==> src/rtl/bitvec_serializer_if.sv <==
`default_nettype none
// +----------------------------------------------------------------------+
// | bitvec_serializer_if                                                 |
// | Handshake and serial-line bundle for bitvec_serializer.              |
// | Revision: 1.0                                                        |
// +----------------------------------------------------------------------+
interface bitvec_serializer_if #(
  parameter int BIT_WIDTH = 8
);
  logic [BIT_WIDTH-1:0] din;
  logic                 start;
  logic                 stop;
  logic                 dout;
  logic                 dout_valid;
  logic                 frame_start;
  logic                 busy;
  logic                 done;

  modport master (
    output din,
    output start,
    output stop,
    input  dout,
    input  dout_valid,
    input  frame_start,
    input  busy,
    input  done
  );

  modport slave (
    input  din,
    input  start,
    input  stop,
    output dout,
    output dout_valid,
    output frame_start,
    output busy,
    output done
  );
endinterface
`default_nettype wire

==> src/rtl/bitvec_serializer.sv <==
`default_nettype none
// +----------------------------------------------------------------------+
// | bitvec_serializer                                                    |
// | Registered parallel-to-serial stage with repeat count and reload.    |
// | Revision: 1.0                                                        |
// +----------------------------------------------------------------------+
module bitvec_serializer #(
  parameter int BIT_WIDTH    = 8,
  parameter bit MSB_FIRST    = 1'b1,
  parameter int REPEAT_COUNT = 0
) (
  input  wire logic          clk,
  input  wire logic          rstn,
  bitvec_serializer_if.slave io_bus
);

  localparam int               CNT_W        = (BIT_WIDTH > 1) ? $clog2(BIT_WIDTH) : 1;
  localparam logic [CNT_W-1:0] c_LAST_BIT   = CNT_W'(BIT_WIDTH - 1);
  localparam logic [15:0]      c_LAST_FRAME = 16'(REPEAT_COUNT - 1);
  localparam bit               c_FINITE     = (REPEAT_COUNT != 0);
  localparam logic [0:0]       c_IDLE       = 1'b0;
  localparam logic [0:0]       c_SHIFT      = 1'b1;

  logic [0:0]           r_state;
  logic [0:0]           w_state_nxt;
  logic [BIT_WIDTH-1:0] r_shift;
  logic [BIT_WIDTH-1:0] w_shift_nxt;
  logic [CNT_W-1:0]     r_bit_cnt;
  logic [15:0]          r_frame_cnt;
  logic                 r_done_pend;

  logic                 w_cur_bit;
  logic                 w_accept;
  logic                 w_shifting;
  logic                 w_end_frame;
  logic                 w_last_frame;
  logic                 w_finish;

  logic                 r_dout;
  logic                 r_dout_valid;
  logic                 r_frame_start;
  logic                 r_busy;
  logic                 r_done;
  logic                 w_dout_d;
  logic                 w_dout_valid_d;
  logic                 w_frame_start_d;
  logic                 w_busy_d;
  logic                 w_done_d;

  // Current bit always sits at the outgoing end of the shift register.
  generate
    if (BIT_WIDTH == 1) begin : g_w1
      assign w_cur_bit   = r_shift[0];
      assign w_shift_nxt = '0;
    end else if (MSB_FIRST) begin : g_msb
      assign w_cur_bit   = r_shift[BIT_WIDTH-1];
      assign w_shift_nxt = {r_shift[BIT_WIDTH-2:0], 1'b0};
    end else begin : g_lsb
      assign w_cur_bit   = r_shift[0];
      assign w_shift_nxt = {1'b0, r_shift[BIT_WIDTH-1:1]};
    end
  endgenerate

  assign w_accept     = (r_state == c_IDLE) && io_bus.start && !io_bus.stop;
  assign w_shifting   = (r_state == c_SHIFT) && !io_bus.stop;
  assign w_end_frame  = (r_bit_cnt == c_LAST_BIT);
  assign w_last_frame = c_FINITE && (r_frame_cnt == c_LAST_FRAME);
  assign w_finish     = w_shifting && w_end_frame && w_last_frame;

  always_ff @(posedge clk) begin
    if (!rstn) begin
      r_state <= c_IDLE;
    end else begin
      r_state <= w_state_nxt;
    end
  end

  always_comb begin
    w_state_nxt = r_state;
    case (r_state)
      c_IDLE: begin
        if (w_accept) begin
          w_state_nxt = c_SHIFT;
        end
      end
      c_SHIFT: begin
        if (io_bus.stop || w_finish) begin
          w_state_nxt = c_IDLE;
        end
      end
      default: w_state_nxt = c_IDLE;
    endcase
  end

  // Next values of the registered outputs; done trails the last bit by one edge.
  always_comb begin
    w_dout_d        = 1'b0;
    w_dout_valid_d  = 1'b0;
    w_frame_start_d = 1'b0;
    w_busy_d        = 1'b0;
    w_done_d        = (r_state == c_IDLE) && r_done_pend;
    if (w_shifting) begin
      w_dout_d        = w_cur_bit;
      w_dout_valid_d  = 1'b1;
      w_frame_start_d = (r_bit_cnt == '0);
      w_busy_d        = 1'b1;
    end
  end

  always_ff @(posedge clk) begin
    if (!rstn) begin
      r_shift       <= '0;
      r_bit_cnt     <= '0;
      r_frame_cnt   <= '0;
      r_done_pend   <= 1'b0;
      r_dout        <= 1'b0;
      r_dout_valid  <= 1'b0;
      r_frame_start <= 1'b0;
      r_busy        <= 1'b0;
      r_done        <= 1'b0;
    end else begin
      r_done_pend   <= w_finish;
      r_dout        <= w_dout_d;
      r_dout_valid  <= w_dout_valid_d;
      r_frame_start <= w_frame_start_d;
      r_busy        <= w_busy_d;
      r_done        <= w_done_d;
      if (w_accept) begin
        r_shift     <= io_bus.din;
        r_bit_cnt   <= '0;
        r_frame_cnt <= '0;
      end else if (w_shifting) begin
        if (w_end_frame) begin
          r_shift   <= io_bus.din;
          r_bit_cnt <= '0;
          // Saturate so an endless run never aliases onto a finite end count.
          if (r_frame_cnt != 16'hFFFF) begin
            r_frame_cnt <= r_frame_cnt + 16'd1;
          end
        end else begin
          r_shift   <= w_shift_nxt;
          r_bit_cnt <= r_bit_cnt + CNT_W'(1);
        end
      end
    end
  end

  assign io_bus.dout        = r_dout;
  assign io_bus.dout_valid  = r_dout_valid;
  assign io_bus.frame_start = r_frame_start;
  assign io_bus.busy        = r_busy;
  assign io_bus.done        = r_done;

endmodule
`default_nettype wire

==> src/flat_wrapper.sv <==
// flat-port wrapper written by rule: the top's interface ports become plain ports
module bitvec_serializer_flat 
#(
  parameter int BIT_WIDTH    = 8,
  parameter bit MSB_FIRST    = 1'b1,
  parameter int REPEAT_COUNT = 0
)
  (clk, rstn, io_bus_din, io_bus_start, io_bus_stop, io_bus_dout, io_bus_dout_valid, io_bus_frame_start, io_bus_busy, io_bus_done);
  bitvec_serializer_if #(.BIT_WIDTH(BIT_WIDTH)) io_bus_i ();
  input  wire logic clk;
  input  wire logic rstn;
  input wire logic [$bits(io_bus_i.din)-1:0] io_bus_din;
  input wire logic [$bits(io_bus_i.start)-1:0] io_bus_start;
  input wire logic [$bits(io_bus_i.stop)-1:0] io_bus_stop;
  output wire logic [$bits(io_bus_i.dout)-1:0] io_bus_dout;
  output wire logic [$bits(io_bus_i.dout_valid)-1:0] io_bus_dout_valid;
  output wire logic [$bits(io_bus_i.frame_start)-1:0] io_bus_frame_start;
  output wire logic [$bits(io_bus_i.busy)-1:0] io_bus_busy;
  output wire logic [$bits(io_bus_i.done)-1:0] io_bus_done;
  assign io_bus_i.din = io_bus_din;
  assign io_bus_i.start = io_bus_start;
  assign io_bus_i.stop = io_bus_stop;
  assign io_bus_dout = io_bus_i.dout;
  assign io_bus_dout_valid = io_bus_i.dout_valid;
  assign io_bus_frame_start = io_bus_i.frame_start;
  assign io_bus_busy = io_bus_i.busy;
  assign io_bus_done = io_bus_i.done;
  bitvec_serializer #(.BIT_WIDTH(BIT_WIDTH), .MSB_FIRST(MSB_FIRST), .REPEAT_COUNT(REPEAT_COUNT)) u_core (.clk(clk), .rstn(rstn), .io_bus(io_bus_i));
endmodule
==> config.mk <==
export PLATFORM = sky130hd
export DESIGN_NAME = bitvec_serializer_flat
export DESIGN_NICKNAME = d
export VERILOG_FILES = /design/src/rtl/bitvec_serializer_if.sv /design/src/rtl/bitvec_serializer.sv /design/src/flat_wrapper.sv
export SDC_FILE = /design/constraint.sdc
export NUM_CORES = 1
export LEC_CHECK = 0
export ABC_AREA = 0
export BUFFER_PORTS_ARGS = -buffer_cell sky130_fd_sc_hd__buf_2
export CORE_MARGIN = 2
export CORE_UTILIZATION = 53
export DETAILED_ROUTE_END_ITERATION = 8
export PLACE_DENSITY_LB_ADDON = 0.3
export SETUP_SLACK_MARGIN = 0.5
export SLEW_MARGIN = 20
export SYNTH_ARGS = -nofsm -noshare
export SYNTH_HDL_FRONTEND = slang
export SYNTH_SLANG_ARGS = --single-unit
==> constraint.sdc <==
create_clock -name clk -period 2.3 [get_ports clk]
set_input_delay 0.115 -clock clk [delete_from_list [all_inputs] [get_ports clk]]
set_output_delay 0.115 -clock clk [all_outputs]
set_load 0.05 [all_outputs]
== After elaboration in Yosys (flattened, before gate mapping) ==
Cells that the tools add are included.
Cells by class
  equal/unequal tests: 1
  reductions and logical operators: 8
  $add $sub $neg: 1
  mux-type cells: 8
  bitwise logic cells: 2
Operator list (count)
  8-bit 2-to-1 mux: 3
  3-bit by 1-bit adder with 3-bit output, second input constant: 1
  3-bit == test, second input constant: 1
  1-bit logical AND: 3
  3-bit zero test: 1
  1-bit 2-to-1 mux: 3
  3-bit 2-to-1 mux: 1
  1-bit NOT: 2
  1-bit one-hot mux with 2 select lines: 1
  2-bit AND reduction: 1
  2-bit nonzero test: 1
  2-bit OR reduction: 1
  1-bit zero test: 1
Word-level totals
  register bits: 15
  output and inout bits: 5
  bits of input ports: 12
  word-level logic and storage cells: 26

== Longest topological paths before layout ==
  word-level depth: 5
  gate-level depth with buffers: 5

== Worst setup path before layout ==
OpenSTA, ideal clock, no wires.
  path kind: register to register
  start: register u_core.r_bit_cnt[0]
  end: register u_core.r_shift[0]
  cell stages (with the launch flop): 6
  setup time: 0.118 ns
  period minus slack after synthesis: 1.335 ns
  slack: 0.965 ns
  buffers on the path: 0
  required time: 2.182 ns
  arrival: 1.217 ns
  cells stage by stage: dfxtp_1 > ha_1 > ha_1 > mux2_1 > a32oi_1 > nor2b_1
On the way
  cells in the longest elaborated chain, start to end: 4
Ends and longest elaborated chain
  start, declared: line bitvec_serializer.sv:28  | logic [CNT_W-1:0] r_bit_cnt;
  start signal, assigned: line bitvec_serializer.sv:142  | r_bit_cnt <= r_bit_cnt + CNT_W'(1);
  3-bit == test: line bitvec_serializer.sv:66  | assign w_end_frame = (r_bit_cnt == c_LAST_BIT);
  8-bit 2-to-1 mux: line bitvec_serializer.sv:133  | if (w_end_frame) begin
  8-bit 2-to-1 mux: line bitvec_serializer.sv:132  | end else if (w_shifting) begin
  8-bit 2-to-1 mux: line bitvec_serializer.sv:128  | if (w_accept) begin
  end signal, assigned: line bitvec_serializer.sv:129  | r_shift <= io_bus.din;
  end signal, assigned: line bitvec_serializer.sv:134  | r_shift <= io_bus.din;
  end signal, assigned: line bitvec_serializer.sv:141  | r_shift <= w_shift_nxt;
  end, declared: line bitvec_serializer.sv:26  | logic [BIT_WIDTH-1:0] r_shift;
No other way between the ends. The select of a mux whose other input is x is not followed.
A chain may end at the register's enable or synchronous reset.

== Worst setup path in the final report ==
  start: register u_core.r_bit_cnt[0]
  end: register u_core.r_shift[6]
Same word-level chain as after synthesis.

==> metrics <==
First-pass DRT Iterations 4; final setup vio count 0; crit path cell chain ha_1 -> ha_1 -> inv_1 -> a31oi_1 -> a21oi_1; RSZ-0062 raised after global routing no; P_sw 124.5 µW; postcts setup bufs 0; CTS tree done; switching share of power 25.68%; relative slew slack 49.67%; CTS Hold Bufs 0; grt ovf 0; WL/cell 12.50 µm; Port-buffer cells 15; worst-case clock buffer depth 2; Routed Antenna Nets 0; EDFF count, synth 0; CP endpoint u_core.r_shift[6]; GRT Util Overall 18.49%; Int Pwr 360.4 µW; post_cts resized 0; WS Path Type reg -> reg; Seq cells post-synth 15; post-layout util 62.03%; flop-to-flop setup slack 0.86 ns; Post-synth ARST share 0%; clock-pin slew on the worst setup and hold paths 0.09 ns; register share of total power 57.4%; Max Cap Viol 0; cell row count 13; largest net degree at the start of global routing 15; HP Start io_bus_din[4]; P&R area growth vs syn 12.32%; Clk network pwr share 30.6%; Num CTS Buffers 3; Tmin final 1.441 ns; final wirelength 1312 µm; GPL Wtd Cong 0.7552; synthesized area 700.7 µm²; vias in the first global route 460; drc violations 0; Horiz. Die Dim 40.36 µm; IR drop worst, VDD 0.3305 mV; Period Utilization, post-route 62.67%; first-pass GRT wire length 1980 µm; Synth Warn # 0; die area 1629 µm²; Crit-path slowest cell dfxtp_1; P_leak 0.0003427 µW; reg2reg start u_core.r_bit_cnt[0]; Net Count, Synth 92; ratio of cells with drive above 1 in the final layout 24.44%; Max Fclk 693.7 MHz; starting density of the core 55.23%; crit-path max FO 8; Slew @ Worst Pin 0.7534 ns; Setup crit start u_core.r_bit_cnt[0]; DP HPWL 939 µm; Via density 5.676; CP Capture Type register; DRT iter0 DRCs 7; fill count 115; combinational fraction of design power 12.0%; initial antenna violation count 0; WP data arrival 1.61 ns; Avg Cell Area, Syn 9.219 µm²; Max Slew Vio Count 0; clock sinks 15; Post-Synthesis Cells 76; delay of the slowest cell on the worst path 0.38 ns; Register-to-Register Path Depth 5; sequential fraction of the synthesis area 42.86%; worst min path class in -> reg; crit start category register; outcome completed; Distinct cells, synth 24; H-tree levels 1; Crit Reg-Reg Endpoint u_core.r_shift[6]; setup tns final 0 ns; PD cells 616.2 nW/µm²; Antenna diodes 0; clk_lat worst skew 0.28 ns; IO Pins 17; root buffer cell clkbuf_4; Die Height 40.36 µm; worst path required time 2.47 ns; Crit path top cell by count ha_1; Layout Nets 107; core area 1269 µm²; Final Hold Vio Count 0; Synth Flop Type dfxtp_1; vias 596; skew final 0.0009337 ns
## synth_stat cells, types with 2 or more instances
library cell,instances,area share (%)
ha_1,4,7.1
dfxtp_1,15,43
nor2b_1,4,3.6
a22oi_1,3,3.2
a21oi_1,7,5.0
buf_4,2,2.1
and2_1,2,1.8
inv_1,4,2.1
o21ai_0,14,10
a31oi_1,7,6.2
## layout by cell type, fill, tap and decap left out, drive strengths merged
cell type,count
buf,15
nor3b,1
dfxtp,15
clkbuf,3
a32oi,1
conb,1
a21oi,7
or3b,1
o21ba,1
mux2,1
ha,4
nor2b,4
a31oi,7
nor2,1
and3,1
clkinv,1
and2,2
o21bai,1
and2b,1
a22oi,3
o21ai,14
and3b,1
inv,4
## worst min path at each step
stage,cells past startpoint,to
detailed placement,3,u_core.r_shift[4]
global placement,3,u_core.r_shift[7]
finish,3,u_core.r_shift[4]
global route,3,u_core.r_shift[3]
floorplan,1,u_core.r_bit_cnt[1]
CTS,3,u_core.r_shift[4]
## metal layers
layer  up-vias  GRT usage, %  wire length, µm
li1        298             -                -
met1       277         23.67              582
met2        17         27.78              656
met3         4         3.333               53
met4         0         12.50               21
met5         -             0                0
## through the flow
| step | hold WS, ns | worst slack (ns) | total power [µW] | std cells | cell area, µm² |
|---|---|---|---|---|---|
| global route | 0.09169 | 0.7050 | 509.0 | 105 | 787.0 |
| finish | 0.08077 | 0.8586 | 484.9 | 105 | 787.0 |
| global placement | 0.3970 | 0.9149 | 341.3 | 101 | 759.5 |
| detailed placement | 0.3830 | 0.8981 | 342.3 | 101 | 759.5 |
| CTS | 0.07293 | 0.8816 | 490.8 | 105 | 787.0 |
| floorplan | 0.2432 | 0.9655 | 326.8 | 76 | 700.7 |
## area by class of cell
| type | instances | area [µm²] | share of cell area, % |
|---|---|---|---|
| Clock buffer | 3 | 22.52 | 2.862 |
| Clock inverter | 1 | 5.005 | 0.6359 |
| Inverter | 4 | 15.01 | 1.908 |
| Multi-Input combinational cell | 52 | 350.3 | 44.52 |
| Sequential cell | 15 | 300.3 | 38.16 |
| Tap cell | 15 | 18.77 | 2.385 |
| Timing Repair Buffer | 15 | 75.07 | 9.539 |
## power by group through the flow
stage / clock, µW / sequential [µW] / combinational (µW)
after global placement: 0 / 284 / 57.4
after CTS: 154 / 278 / 58.3
after global routing: 164 / 279 / 65.2
after detailed placement: 0 / 284 / 57.9
final: 148 / 279 / 58.2
after floorplan: 0 / 285 / 41.5
## critical path, delay by kind of cell (launching register included)
kind                       cells  cell delay [ns]
AOI/OAI and AO/OA              2             0.31
DFF                            1             0.38
buffers and inverters          1             0.17
adders and majority gates      2             0.48
## sequential cells by signal, summed over array words and instances, names as in the netlist
register,flops
u_core.io_bus.dout_valid,1
u_core.io_bus.dout,1
u_core.r_state,1
u_core.io_bus.frame_start,1
u_core.r_bit_cnt,3
u_core.r_shift,8
## logic make-up after synthesis
logic type / synth area share (%)
adder cells (fa/ha/maj): 7.143
other: 0.5352
AND/OR/NAND/NOR: 12.50
buffers and inverters: 7.140
flip-flops: 42.86
multiplexers: 1.607
AO/OA/AOI/OAI: 28.21
(Power assumes the default switching activity.)
